### config.mk
export PLATFORM = sky130hd
export DESIGN_NAME = hash_msg_feeder
export DESIGN_NICKNAME = d
export VERILOG_FILES = /design/src/rtl/hash_feed_pkg.sv /design/src/rtl/hash_feed_fifo.sv /design/src/rtl/hash_msg_feeder.sv
export SDC_FILE = /design/constraint.sdc
export NUM_CORES = 1
export LEC_CHECK = 0
export ABC_AREA = 1
export BUFFER_PORTS_ARGS = -buffer_cell sky130_fd_sc_hd__buf_2
export CORE_MARGIN = 2
export CORE_UTILIZATION = 49
export CTS_BUF_LIST = sky130_fd_sc_hd__clkbuf_16
export CTS_CLUSTER_DIAMETER = 200
export DETAILED_ROUTE_END_ITERATION = 8
export GPL_ROUTABILITY_DRIVEN = 1
export GPL_TIMING_DRIVEN = 0
export HOLD_SLACK_MARGIN = 0.03
export PLACE_DENSITY = 0.76
export SLEW_MARGIN = 15
export SYNTH_ARGS = -nofsm -noshare
export SYNTH_HDL_FRONTEND = slang
export SYNTH_SLANG_ARGS = --single-unit
### constraint.sdc
create_clock -name clk -period 1.9 [get_ports clk]
set_input_delay 0.475 -clock clk [delete_from_list [all_inputs] [get_ports clk]]
set_output_delay 0.475 -clock clk [all_outputs]
set_load 0.01 [all_outputs]
### src/rtl/hash_feed_pkg.sv
// Shared types and defaults for the hash message feeder slice.
package hash_feed_pkg;

    localparam int DATA_W_DFLT   = 8;
    localparam int DIGEST_W_DFLT = 64;

    typedef enum logic [2:0] {
        IDLE,
        START,
        FEED,
        EOF,
        WAIT_H,
        DONE
    } feed_state_t;

    typedef struct packed {
        logic                   eom;
        logic [DATA_W_DFLT-1:0] data;
    } fifo_entry_t;

endpackage

### src/rtl/hash_feed_fifo.sv
// Synchronous FIFO with flush; head is read straight from the storage registers.
module hash_feed_fifo #(
    parameter int W     = 9,
    parameter int DEPTH = 8
) (
    input  logic         clk,
    input  logic         rst_n,
    input  logic         flush,
    input  logic         push,
    input  logic         pop,
    input  logic [W-1:0] din,
    output logic [W-1:0] head,
    output logic         full,
    output logic         empty
);

    localparam int AW = $clog2(DEPTH);

    logic [W-1:0]  mem [DEPTH];
    logic [AW-1:0] wr_ptr;
    logic [AW-1:0] rd_ptr;
    logic [AW:0]   count;
    logic          do_push;
    logic          do_pop;

    assign full    = (count == (AW+1)'(DEPTH));
    assign empty   = (count == '0);
    assign do_push = push & ~full;
    assign do_pop  = pop & ~empty;
    assign head    = mem[rd_ptr];

    always_ff @(posedge clk or negedge rst_n) begin
        if (!rst_n) begin
            for (int unsigned i = 0; i < DEPTH; i++) mem[i] <= '0;
        end else if (do_push && !flush) begin
            mem[wr_ptr] <= din;
        end
    end

    // Pointers are AW bits wide, so increment wraps modulo DEPTH.
    always_ff @(posedge clk or negedge rst_n) begin
        if (!rst_n) begin
            wr_ptr <= '0;
            rd_ptr <= '0;
            count  <= '0;
        end else if (flush) begin
            wr_ptr <= '0;
            rd_ptr <= '0;
            count  <= '0;
        end else begin
            if (do_push) wr_ptr <= wr_ptr + 1'b1;
            if (do_pop)  rd_ptr <= rd_ptr + 1'b1;
            case ({do_push, do_pop})
                2'b10:   count <= count + 1'b1;
                2'b01:   count <= count - 1'b1;
                default: count <= count;
            endcase
        end
    end

endmodule

### src/rtl/hash_msg_feeder.sv
// Streams buffered host beats to the hash core, closes the message and captures the digest.
module hash_msg_feeder
    import hash_feed_pkg::*;
#(
    parameter int DATA_W     = DATA_W_DFLT,
    parameter int DIGEST_W   = DIGEST_W_DFLT,
    parameter int FIFO_DEPTH = 8,
    parameter int TIMEOUT    = 4096
) (
    input  logic                clk,
    input  logic                rst_n,
    input  logic                msg_start,
    input  logic                in_valid,
    output logic                in_ready,
    input  logic [DATA_W-1:0]   in_data,
    input  logic                in_eom,
    output logic                F_start,
    output logic                F_dr,
    input  logic                F_rtr,
    output logic [DATA_W-1:0]   M_data,
    output logic                End_of_File,
    input  logic                H_ready,
    input  logic [DIGEST_W-1:0] H_digest,
    output logic [DIGEST_W-1:0] hash_out,
    output logic                hash_valid,
    input  logic                hash_ack,
    output logic                busy,
    output logic                timeout_err
);

    feed_state_t         state, state_nxt;
    logic [DATA_W:0]     head;
    logic                full, empty, flush, push, pop;
    logic                eom_pushed;
    logic                h_ready_d;
    logic                h_rise;
    logic                wait_done;
    logic [15:0]         wait_cnt;
    logic                timeout_q;
    logic [DIGEST_W-1:0] hash_q;

    hash_feed_fifo #(
        .W     (DATA_W + 1),
        .DEPTH (FIFO_DEPTH)
    ) u_fifo (
        .clk   (clk),
        .rst_n (rst_n),
        .flush (flush),
        .push  (push),
        .pop   (pop),
        .din   ({in_eom, in_data}),
        .head  (head),
        .full  (full),
        .empty (empty)
    );

    assign h_rise    = H_ready & ~h_ready_d;
    assign wait_done = (wait_cnt == 16'(TIMEOUT - 1));
    assign push      = in_valid & in_ready;

    always_comb begin
        state_nxt   = state;
        flush       = 1'b0;
        pop         = 1'b0;
        F_start     = 1'b0;
        F_dr        = 1'b0;
        End_of_File = 1'b0;
        in_ready    = 1'b0;
        case (state)
            IDLE: begin
                if (msg_start) begin
                    flush     = 1'b1;
                    state_nxt = START;
                end
            end
            START: begin
                F_start   = 1'b1;
                state_nxt = FEED;
            end
            FEED: begin
                in_ready = ~full & ~eom_pushed;
                if (!empty) begin
                    // The marker is consumed internally and never offered to the core.
                    if (head[DATA_W]) begin
                        pop       = 1'b1;
                        state_nxt = EOF;
                    end else begin
                        F_dr = 1'b1;
                        pop  = F_rtr;
                    end
                end
            end
            EOF: begin
                End_of_File = 1'b1;
                state_nxt   = WAIT_H;
            end
            WAIT_H: begin
                if (h_rise)         state_nxt = DONE;
                else if (wait_done) state_nxt = IDLE;
            end
            DONE: begin
                if (hash_ack) state_nxt = IDLE;
            end
            default: state_nxt = IDLE;
        endcase
    end

    assign M_data      = F_dr ? head[DATA_W-1:0] : '0;
    assign busy        = (state != IDLE);
    assign hash_valid  = (state == DONE);
    assign hash_out    = hash_q;
    assign timeout_err = timeout_q;

    always_ff @(posedge clk or negedge rst_n) begin
        if (!rst_n) begin
            state      <= IDLE;
            h_ready_d  <= 1'b0;
            eom_pushed <= 1'b0;
            wait_cnt   <= '0;
            timeout_q  <= 1'b0;
            hash_q     <= '0;
        end else begin
            state     <= state_nxt;
            h_ready_d <= H_ready;
            if (state == IDLE && msg_start) eom_pushed <= 1'b0;
            else if (push && in_eom)        eom_pushed <= 1'b1;
            if (state == EOF)         wait_cnt <= '0;
            else if (state == WAIT_H) wait_cnt <= wait_cnt + 1'b1;
            if (state == IDLE && msg_start)                   timeout_q <= 1'b0;
            else if (state == WAIT_H && !h_rise && wait_done) timeout_q <= 1'b1;
            if (state == WAIT_H && h_rise) hash_q <= H_digest;
        end
    end

endmodule

==> impl_metrics.py <==
metrics = {
    "die": {
        "die_area_mm2": 0.0164,
        "fp.dieW_um": 128,
        "io_pins": 159,
        "chipHeight_um": 128,
        "core_mm2": 0.0151,
        "row_count": 45,
        "start_util": 0.499,
    },
    "power": {
        "power_density_mw_per_mm2": 1470,
        "p_leak_nw": 4.83,
        "peakVddDrop_uv": 1070,
    },
    "setup_path": {
        "r2r_end": "u_fifo.count[3]$_DFFE_PN0P_",
        "cp_max_fo": 7,
        "required_ps": 1420,
        "start_kind": "flop",
        "cp.arrival_ps": 2090,
        "crit_type": "reg2out",
        "cp-end-kind": "output pin",
        "reg2reg_slack_ps": -590,
        "reg2reg_depth": 18,
        "timing.rr.start": "u_fifo.rd_ptr[0]$_DFFE_PN0P_",
    },
    "timing": {
        "min_period_over_period": 1.35,
        "fin_ws_ps": -664,
        "rsz0062_at_grt": "true",
        "worst_pin_slew_ps": 527,
        "relSlewSlack": 0.649,
        "final-hold-violation-count": 0,
        "max_freq_mhz": 390,
        "period_needed_ps": 2560,
        "hold_slack_ps": 165,
        "drv_slew": 0,
        "finClkSkew_ps": 8.22,
        "setup_viol": 17,
    },
    "detailed_routing": {
        "firstDrtPassIters": 6,
        "drcViolationCount": 0,
        "num_vias": 6388,
        "ant_nets": 0,
        "drt_iter0_markers": 519,
        "wire_per_inst_um": 17.5,
        "vias_per_cell": 5.51,
        "drt-total-wl_um": 20300,
    },
    "hold_path": {
        "hp-class": "in2reg",
        "min_to": "h_ready_d$_DFF_PN0_",
        "min-delay-start": "H_ready",
        "min_path_cells": 1,
    },
    "clocking": {
        "cts_root_buffer": "clkbuf_16",
        "clock-sinks": 168,
        "clkSlewWorstSetupHoldPaths_ps": 70,
        "h-tree-depth": 4,
        "cts_buffers": 17,
        "tritoncts": "built",
        "insertion_delay_ps": 430,
        "cts_buffer_depth": 2,
    },
    "synth": {
        "synth_edf_count": 0,
        "synth_nets": 825,
        "yosysWarningCount": 0,
        "postSynthCellCount": 740,
        "synth-async-reset-ratio": 1.00,
        "yosysUniqueCellTypes": 44,
        "synth_area_leaders": "dfrtp_1 (56%), mux2_2 (9.6%), nand2_1 (8.0%)",
        "ys_seq_area_frac": 0.558,
        "synth-seq-cells": 168,
        "synth.avg_cell_area_um2": 10.2,
        "synth_top_area_frac": 0.558,
        "syn_area_mm2": 0.00753,
        "synthFlopType": "dfrtp_1",
        "synth_area_leader_cell": "dfrtp_1",
    },
    "grt": {
        "grt_pass1_vias": 6368,
        "grt_overflow": 0,
        "grt_max_degree": 107,
        "antenna_found_initial": 1,
        "grtUsageTotal": 0.243,
        "grt_pass1_wl_um": 31300,
    },
    "placement": {
        "placed_cell_area_mm2": 0.00865,
        "pre_cts_ws_ps": -519,
        "dp_hpwl_um": 12700,
        "port-buffer-count": 158,
        "dpl.cell_count": 1087,
        "gp_congestion": 0.826,
    },
    "finish": {
        "instances_no_fill": 1159,
        "area_growth_pct": 33.1,
        "finalInstanceArea_mm2": 0.0100,
        "regArea_mm2": 0.00421,
        "drive_gt1_frac": 0.424,
        "final_nets": 1042,
        "multi_input_area_mm2": 0.00326,
        "num-fill-cells": 1150,
        "final_util": 0.665,
        "final_common_cell": "dfrtp_1",
        "final_cell_mix": "dfrtp_1 (166), buf_2 (160), nand2_1 (146)",
    },
    "run_status": {
        "violations": "negative setup slack",
        "status": "finished, violations left",
    },
    "flow_run": {
        "drv_cap": 0,
    },
}
## sequential cells by signal, summed over array words and instances (netlist names)
register,flops
u_fifo.count,4
hash_out,64
timeout_err,1
eom_pushed,1
u_fifo.wr_ptr,3
u_fifo.mem,72
h_ready_d,1
wait_cnt,16
u_fifo.rd_ptr,3
state,3
## worst max-delay path, stage by stage, from the launching register on
cell      delay (ps)
dfrtp_1          400
buf_6            150
inv_8             70
buf_12           140
nand2_4           50
nand3_2           70
nand3_2          110
nand2_4          170
nand2_8           90
a211oi_2         240
buf_2            170
## power breakdown
part           internal, mW  total, mW  switching, mW
Clock                  1.76       3.42           1.66
Sequential             4.73       5.47          0.739
Combinational          2.67       5.89           3.22
## worst max path at each step
stage	from	end	slack, ps	cells after the start
2_1_floorplan	u_fifo.rd_ptr[0]$_DFFE_PN0P_	u_fifo.count[3]$_DFFE_PN0P_	-40	17
6_report	u_fifo.rd_ptr[0]$_DFFE_PN0P_	M_data[1]	-660	10
5_1_grt	u_fifo.rd_ptr[0]$_DFFE_PN0P_	M_data[2]	-750	10
4_1_cts	u_fifo.rd_ptr[0]$_DFFE_PN0P_	M_data[5]	-600	9
3_3_place_gp	rst_n	hash_out[34]$_DFFE_PN0P_	-2280	1
3_5_place_dp	u_fifo.rd_ptr[0]$_DFFE_PN0P_	M_data[7]	-520	9
## kinds of logic (layout without fill, tap and decap cells)
family | count (synthesis) | count (layout) | share of synthesized area
xor gates and xnor gates | 2 | 2 | 0.00233
buffers and inverters | 92 | 318 | 0.0536
adders and majority gates | 5 | 5 | 0.00830
DFF | 168 | 168 | 0.558
muxes | 64 | 64 | 0.0957
other | 0 | 1 | 0
AOI/OAI and AO/OA | 162 | 162 | 0.125
and+or+nand+nor | 247 | 251 | 0.157
## repair_timing
item,CTS,global route
pin swaps,25,18
buffers inserted,13,20
setup endpoints to repair,65,142
hold buffers,1,0
gates cloned,5,3
resized for setup,64,50
endpoints found under the hold margin,62,0
## per-stage QoR
| step | TNS [ps] | power [mW] |
|---|---|---|
| floorplan | -343 | 8.44 |
| global placement | -386360 | 9.96 |
| detailed placement | -6800 | 10.2 |
| CTS | -6100 | 14.4 |
| global route | -14700 | 15.6 |
| finish | -7490 | 14.8 |
## cell type report
| type | instances | area share |
|---|---|---|
| flip-flops and latches | 168 | 0.419 |
| plain buffers | 28 | 0.0283 |
| diodes | 1 | 0.000250 |
| well taps | 188 | 0.0235 |
| clock inverters | 15 | 0.0156 |
| inverters | 61 | 0.0240 |
| multi-input cells | 484 | 0.325 |
| repair buffers | 197 | 0.121 |
| clock buffers | 17 | 0.0424 |
## synthesized netlist by cell type, types with 3 or more instances
cell type	number
mux2_2	64
a22oi_1	9
clkbuf_1	11
buf_6	5
o22ai_1	3
dfrtp_1	168
ha_1	5
nand4_4	3
nand4_1	4
inv_1	52
a211oi_1	9
nand2_2	7
nand2_1	161
nand3_4	5
nand3_1	12
nor3_1	9
a32o_1	8
buf_2	15
o21ai_0	47
nor2_2	5
inv_2	6
nor2_1	29
a21oi_1	32
o21ai_1	45
## layer usage
metal | up-vias | track usage | part of all wire
li1 | 2952 | - | -
met1 | 3098 | 0.296 | 0.40
met2 | 294 | 0.406 | 0.49
met3 | 44 | 0.0839 | 0.079
met4 | 0 | 0.0847 | 0.024
met5 | - | 0 | 0
Power figures use the tool's default switching activity.
